==> config.mk <==
export PLATFORM = sky130hd
export DESIGN_NAME = serial_fa_mult_ctrl
export DESIGN_NICKNAME = d
export VERILOG_FILES = /design/src/rtl/serial_fa_mult_ctrl.sv
export SDC_FILE = /design/constraint.sdc
export NUM_CORES = 1
export LEC_CHECK = 0
export ABC_AREA = 1
export BUFFER_PORTS_ARGS = -buffer_cell sky130_fd_sc_hd__buf_2
export CORE_UTILIZATION = 45
export CTS_CLUSTER_SIZE = 14
export DETAILED_ROUTE_END_ITERATION = 10
export SYNTH_ARGS = -nofsm -noshare
export SYNTH_HDL_FRONTEND = slang
export SYNTH_SLANG_ARGS = --single-unit
==> constraint.sdc <==
create_clock -name clk -period 4.4 [get_ports clk]
set_input_delay 1.32 -clock clk [delete_from_list [all_inputs] [get_ports clk]]
set_output_delay 1.32 -clock clk [all_outputs]
set_load 0.05 [all_outputs]
==> src/rtl/serial_fa_mult_ctrl.sv <==
// Bit-serial shift-and-add multiplier built around one full-adder cell.
// Each partial product rb[p]*ra is added into a rotating 2N-bit accumulator
// one bit per cycle. Every pass takes 2N cycles, so latency is fixed at 2N*N cycles.

module serial_fa_mult_fa (
    input  logic x,
    input  logic y,
    input  logic cin,
    output logic s,
    output logic co
);
    assign s  = x ^ y ^ cin;
    assign co = (x & y) | (cin & (x ^ y));
endmodule

module serial_fa_mult_ctrl #(
    parameter int N = 4
) (
    input  logic           clk,
    input  logic           rst,
    input  logic           start,
    input  logic [N-1:0]   a,
    input  logic [N-1:0]   b,
    output logic           busy,
    output logic           done,
    output logic [2*N-1:0] product
);
    localparam int PW = $clog2(N);
    localparam int KW = $clog2(2 * N);

    typedef enum logic [1:0] {S_IDLE, S_ADD, S_DONE} state_t;

    state_t          state_q, state_d;
    logic [N-1:0]    ra_q, ra_d;
    logic [N-1:0]    rb_q, rb_d;
    logic [2*N-1:0]  acc_q, acc_d;
    logic            carry_q, carry_d;
    logic [PW-1:0]   p_q, p_d;
    logic [KW-1:0]   k_q, k_d;
    logic [2*N-1:0]  product_q, product_d;
    logic            busy_q, busy_d;
    logic            done_q, done_d;

    logic            last_bit, last_pass;
    logic [KW-1:0]   kmp;
    logic            in_win;
    logic [N-1:0]    ra_sh, rb_sh;
    logic            fa_x, fa_y, fa_cin, fa_s, fa_co;

    assign last_bit  = (k_q == KW'(2 * N - 1));
    assign last_pass = (p_q == PW'(N - 1));

    // Partial-product bit selection: ra[k-p] is only in range while p <= k < p+N
    always_comb begin
        kmp    = k_q - KW'(p_q);
        in_win = (k_q >= KW'(p_q)) && (kmp < KW'(N));
        ra_sh  = ra_q >> kmp;
        rb_sh  = rb_q >> p_q;
        fa_x   = acc_q[0];
        fa_y   = in_win & ra_sh[0] & rb_sh[0];
        fa_cin = (k_q != '0) & carry_q;
    end

    serial_fa_mult_fa u_fa (
        .x   (fa_x),
        .y   (fa_y),
        .cin (fa_cin),
        .s   (fa_s),
        .co  (fa_co)
    );

    // State register
    always_ff @(posedge clk) begin
        if (rst) begin
            state_q <= S_IDLE;
        end else begin
            state_q <= state_d;
        end
    end

    // Next-state logic
    always_comb begin
        state_d = state_q;
        case (state_q)
            S_IDLE:  if (start) state_d = S_ADD;
            S_ADD:   if (last_bit && last_pass) state_d = S_DONE;
            S_DONE:  state_d = S_IDLE;
            default: state_d = S_IDLE;
        endcase
    end

    // Output decode from the next state so busy/done come straight out of flops
    always_comb begin
        busy_d = (state_d == S_ADD);
        done_d = (state_d == S_DONE);
    end

    // Datapath next-values: operand latch, accumulator rotation, counters, result
    always_comb begin
        ra_d      = ra_q;
        rb_d      = rb_q;
        acc_d     = acc_q;
        carry_d   = carry_q;
        p_d       = p_q;
        k_d       = k_q;
        product_d = product_q;
        case (state_q)
            S_IDLE: begin
                if (start) begin
                    ra_d    = a;
                    rb_d    = b;
                    acc_d   = '0;
                    carry_d = 1'b0;
                    p_d     = '0;
                    k_d     = '0;
                end
            end
            S_ADD: begin
                acc_d = {fa_s, acc_q[2*N-1:1]};
                if (last_bit) begin
                    // Top carry of a pass is always zero; drop it so the next pass starts clean
                    carry_d = 1'b0;
                    k_d     = '0;
                    if (last_pass) begin
                        p_d       = '0;
                        product_d = {fa_s, acc_q[2*N-1:1]};
                    end else begin
                        p_d = p_q + PW'(1);
                    end
                end else begin
                    carry_d = fa_co;
                    k_d     = k_q + KW'(1);
                end
            end
            default: ;
        endcase
    end

    // Datapath and output registers
    always_ff @(posedge clk) begin
        if (rst) begin
            ra_q      <= '0;
            rb_q      <= '0;
            acc_q     <= '0;
            carry_q   <= 1'b0;
            p_q       <= '0;
            k_q       <= '0;
            product_q <= '0;
            busy_q    <= 1'b0;
            done_q    <= 1'b0;
        end else begin
            ra_q      <= ra_d;
            rb_q      <= rb_d;
            acc_q     <= acc_d;
            carry_q   <= carry_d;
            p_q       <= p_d;
            k_q       <= k_d;
            product_q <= product_d;
            busy_q    <= busy_d;
            done_q    <= done_d;
        end
    end

    assign busy    = busy_q;
    assign done    = done_q;
    assign product = product_q;

endmodule

# After elaboration in Yosys (flattened, before gate mapping)
# Index checks and enable logic that the tools add are counted.
# W data, S select, Z words.
classes:
  magnitude_cmp: 2
  n_eq_ne: 7
  addsub: 3
  bitwise_logic: 8
  shift: 2
  n_mux: 15
  n_reduce_logical: 9
op_table:
  columns: ["cell", "count"]
  rows:
  - ["$pmux W8 S2", 1]
  - ["$mux W2", 5]
  - ["$mux W8", 1]
  - ["$pmux W2 S2", 2]
  - ["$mux W3", 2]
  - ["$pmux W3 S2", 1]
  - ["$reduce_and A3 Y1", 2]
  - ["$and A1 B1 Y1", 5]
  - ["$eq A2 B1 Y1 const B", 2]
  - ["$eq A2 B2 Y1 const B", 2]
  - ["$ne A2 B2 Y1 const B", 2]
  - ["$reduce_and A2 Y1", 2]
  - ["$shr A4 B2 Y1", 1]
  - ["$shr A4 B3 Y1", 1]
  - ["$add A3 B1 Y3 const B", 1]
  - ["$eq A3 B3 Y1 const B", 1]
  - ["$ge A3 B2 Y1", 1]
  - ["$lt A3 B3 Y1 const B", 1]
  - ["$reduce_bool A3 Y1", 1]
  - ["$sub A3 B2 Y3", 1]
  - ["$add A2 B1 Y2 const B", 1]
  - ["$logic_and A1 B1 Y1", 2]
  - ["$logic_not A2 Y1", 1]
  - ["$mux W1", 2]
  - ["other kinds (4)", 5]
totals:
  reg_bits: 34
  input_bits: 11
  wordCells: 56

# Logic depth before layout (Yosys ltp)
logic_depth:
  depth_word: 10
  depth_mapped: 13
  mapped_depth_nobuf: 13

# Hierarchy
# A second synthesis with hierarchy kept.
hier_totals:
  cells_unflattened: 195
  hier_area_um2: 1490.2
modules_own_cells:
  columns: ["module", "n_inst", "area_per_inst_um2", "cells_per_inst", "seq_area_each_um2"]
  rows:
  - ["serial_fa_mult_ctrl", 1, 1470.2, 194, 680.7]
  - ["serial_fa_mult_fa", 1, 20.0, 1, 0.0]

# Worst setup path after synthesis
# OpenSTA, ideal clock, no wires.
synth_timing:
  path_type: "flip-flop to flip-flop"
  startpoint: "reg p_q[0]"
  endpoint: "reg product_q[7] (netlist: product[7])"
  arrival_ps: 2031
  path_buffers: 0
  path_stages_with_launch: 12
  path_slack_ps: 2235
  setup_time_ps: 134
  path_cell_list: "dfxtp_1 ha_1 inv_1 fa_1 a21oi_1 nand2_1 nand2_1 nand3_1 fa_1 inv_1 nand2_1 a21oi_1"
synth_via:
  elab_chain_len: 7
  elab_cells_between_ends: 12
  classes_between: "add/sub: 1; order compare: 2; eq/ne: 1; shift: 2; bitwise: 4; reduce/logical: 2"
synth_lines:
  columns: ["item", "line", "source"]
  rows:
  - ["start: declaration", "38", "logic [PW-1:0] p_q, p_d;"]
  - ["start signal: assignment", "156", "p_q <= p_d;"]
  - ["$sub A3 B2 Y3", "55", "kmp = k_q - KW'(p_q);"]
  - ["$lt A3 B3 Y1", "56", "in_win = (k_q >= KW'(p_q)) && (kmp < KW'(N));"]
  - ["$logic_and A1 B1 Y1", "56", null]
  - ["$and A1 B1 Y1 (2 in series)", "60", "fa_y = in_win & ra_sh[0] & rb_sh[0];"]
  - ["$xor A1 B1 Y1 (2 in series)", "12", "assign s = x ^ y ^ cin;"]
  - ["end signal: assignment", "158", "product_q <= product_d;"]
  - ["end: declaration", "40", "logic [2*N-1:0] product_q, product_d;"]
# Parallel ways exist; a longest one is shown, timed or not.
# A chain may end at the register's enable or synchronous reset.

# Worst setup path after layout
# Ends and elaborated chain as after synthesis.

==> impl_metrics.yaml <==
floorplan:
  die_width_um: 60.4
  placement_rows: 20
  vertical_die_dimension_um: 60.4
  floorplan.initialDensity_pct: 48.6
  die_area_sq_um: 3640
  num_io_pins: 21
  fp.coreArea_sq_um: 3150
layout:
  final_layout_size_suffix_gt1_share_pct: 16.0
  area_delta_synth_final_pct: 10.4
  design.final.nets: 245
  antenna_cells: 0
  instances_no_fill: 269
setup_path:
  r2r_slack_ns: 2.07
  worst_setup_path_start_kind: "register"
  worstPathMaxFanout: 8
  timing.critical_path.required_ns: 4.67
  timing.reg2reg.worst_path_depth: 11
  critical_path_arrival_ns: 2.60
  setup.worst_path.end_class: "register"
  worst_r2r_startpoint: "p_q[0]$_SDFFE_PP0P_"
  critPathKind: "reg -> reg"
  crit-reg2reg-capture: "product[7]$_SDFFE_PP0P_"
clock_network:
  cts-root-buf: "sky130_fd_sc_hd__clkbuf_4"
  clock_latency_ns: 0.34
  cts_sinks: 34
  cts_repair_resize_count: 0
  cts_made_buffers: 5
  cts.reportedPaths.clkPinSlew_ns: 0.10
  buffers_inserted_by_post_cts_timing_repair: 0
  cts-hold-fix-buffers: 0
  tritoncts: "built"
  clock_tree.buffer_depth: 2
  cts-htree-levels: 2
min_path:
  hold_depth: 2
  min-delay-path-class: "reg -> reg"
  whs_endpoint: "product[7]$_SDFFE_PP0P_"
  worst_hold_startpoint: "product[7]$_SDFFE_PP0P_"
drt:
  via_per_inst: 4.91
  routed-via-count: 1322
  drt_first_iter_violations: 62
  post_drt_wl_per_cell_um: 11.4
  drc: 0
  count_of_nets_left_with_antenna_violations_after_detail_routing: 0
  finalWirelength_um: 3070
  iteration_count_of_the_initial_detailed_routing_pass: 4
sta:
  final_period_minus_worst_setup_slack_ns: 2.33
  max_freq_mhz: 429
  final_hold_violation_count: 0
  fin_hold_ws_ns: 0.483
  unrepaired_setup_endpoints_after_global_routing: "no"
  slew-limit-headroom_pct: 70.9
  tightest_slew_ns: 0.437
  post-route-period-util_pct: 53.0
  report.final.setup_viol: 0
  slew_limit_fails: 0
  finClkSkew_ns: 0.00694
  final.setup.tns_ns: 0
placement:
  placedCellCount: 263
  place.detailed.hpwl_um: 2200
  gp_congestion: 0.757
  buffer_ports.inserted: 20
synthesis:
  synth_seq_area_share_pct: 44.4
  syn_area_per_cell_sq_um: 7.44
  synth.top_cells.by_area: "sky130_fd_sc_hd__dfxtp_1, sky130_fd_sc_hd__nor2_1, sky130_fd_sc_hd__nand2_1, sky130_fd_sc_hd__nand3_1, sky130_fd_sc_hd__a21oi_1"
  postSynthRegisterBits: 34
  synth_nets: 225
  yosysUniqueCellTypes: 20
  post-synth-top-count-cell: "sky130_fd_sc_hd__nor2_1"
  netlist_area_sq_um: 1530
  synth_flop_cell: "sky130_fd_sc_hd__dfxtp_1"
  post-synth-top-area-fraction_pct: 44.4
  yosysTopAreaCell: "sky130_fd_sc_hd__dfxtp_1"
  ys_top_cells_by_count: "sky130_fd_sc_hd__nor2_1, sky130_fd_sc_hd__nand2_1, sky130_fd_sc_hd__dfxtp_1, sky130_fd_sc_hd__inv_1, sky130_fd_sc_hd__nand3_1"
  number_of_enable_flip_flop_cells_after_synthesis: 0
  syn-instance-count: 206
  ys.warnings.count: 0
  postSynth.asyncResetShare_pct: 0
global_route:
  global_route_wire_length_before_repair_um: 5370
  via_count_of_the_first_global_routing_pass: 1283
  groute.usage.overall_pct: 20.3
  grt_max_degree: 19
  grt_antenna_before_repair: 0
  grt.overflow.total: 0
power_and_ir_drop:
  power.static_leakage_uw: 0.000784
  total_power_uw: 574
  power_per_cell_area_nw_per_um2: 339
  ir_drop_mv: 0.181
outcome:
  run_status: "finished clean"
run:
  max_cap_violations: 0
[cells by family (layout without fill, tap and decap cells)]
| family | after synthesis | after routing | synth area share, % |
|---|---|---|---|
| adder cells (fa/ha/maj) | 8 | 8 | 7.51 |
| flip-flops | 34 | 34 | 44.4 |
| AND/OR/NAND/NOR | 101 | 101 | 28.3 |
| buffers and inverters | 30 | 49 | 8.73 |
| AO/OA/AOI/OAI | 33 | 33 | 11.0 |
[power by group]
part	total [uW]	internal [uW]	switching, uW
Sequential	326	318	8.21
Clock	168	71.9	96.4
Combinational	79.2	28.8	50.4
Total	574	419	155
[stage by stage]
step	worst slack (ns)	util, %	cell area [sq um]
finish	2.07	53.7	1690
global route	1.81	53.7	1690
CTS	2.06	53.7	1690
detailed placement	2.08	52.0	1640
global placement	2.13	52.0	1640
floorplan	2.23	-	1530
[how the worst max path moves through the flow]
stage	from	to	slack (ns)	cells past startpoint
final	p_q[0]$_SDFFE_PP0P_	product[7]$_SDFFE_PP0P_	2.07	11
after global routing	p_q[0]$_SDFFE_PP0P_	acc_q[7]$_SDFFE_PP0P_	1.81	11
after CTS	p_q[0]$_SDFFE_PP0P_	acc_q[7]$_SDFFE_PP0P_	2.06	11
after detailed placement	p_q[0]$_SDFFE_PP0P_	acc_q[7]$_SDFFE_PP0P_	2.08	11
after global placement	p_q[0]$_SDFFE_PP0P_	product[7]$_SDFFE_PP0P_	2.13	11
after floorplan	p_q[0]$_SDFFE_PP0P_	product[7]$_SDFFE_PP0P_	2.23	11
[layer usage]
metal | share of wire (%) | track usage, % | up-vias
met5 | 0 | 0 | -
met4 | 1.7 | 7.97 | 0
met3 | 4.2 | 7.25 | 7
met2 | 49 | 35.3 | 18
met1 | 45 | 22.5 | 607
li1 | - | - | 690
[critical path: stages (launching register included)]
cell                      delay [ns]
sky130_fd_sc_hd__dfxtp_1        0.46
sky130_fd_sc_hd__ha_1           0.20
sky130_fd_sc_hd__inv_1          0.05
sky130_fd_sc_hd__fa_1           0.45
sky130_fd_sc_hd__a21oi_1        0.12
sky130_fd_sc_hd__nand2_1        0.06
sky130_fd_sc_hd__nand2_1        0.05
sky130_fd_sc_hd__nand3_1        0.11
sky130_fd_sc_hd__fa_1           0.46
sky130_fd_sc_hd__inv_1          0.09
sky130_fd_sc_hd__nand2_1        0.07
sky130_fd_sc_hd__a21oi_1        0.15
[layout make-up]
type | count | area [sq um]
well taps | 44 | 55.1
flip-flops and latches | 34 | 681
multi-input cells | 142 | 718
repair buffers | 20 | 100
fillers | 334 | 1460
clock buffers | 6 | 51.3
inverters | 23 | 86.3
[layout by cell type, fill, tap and decap left out, drive strengths merged]
| master | instances |
|---|---|
| nand2 | 38 |
| buf | 20 |
| inv | 23 |
| dfxtp | 34 |
| or2 | 2 |
| clkbuf | 6 |
| ha | 6 |
| fa | 2 |
| nor2 | 41 |
| o21ai | 15 |
| a21oi | 18 |
| nand3 | 20 |
[flip-flops by register name, indices dropped and copies added (netlist names)]
register  count
done          1
acc_q         8
carry_q       1
rb_q          4
k_q           3
ra_q          4
state_q       2
p_q           2
busy          1
product       8
No activity file was read; power rests on OpenSTA's default activity.
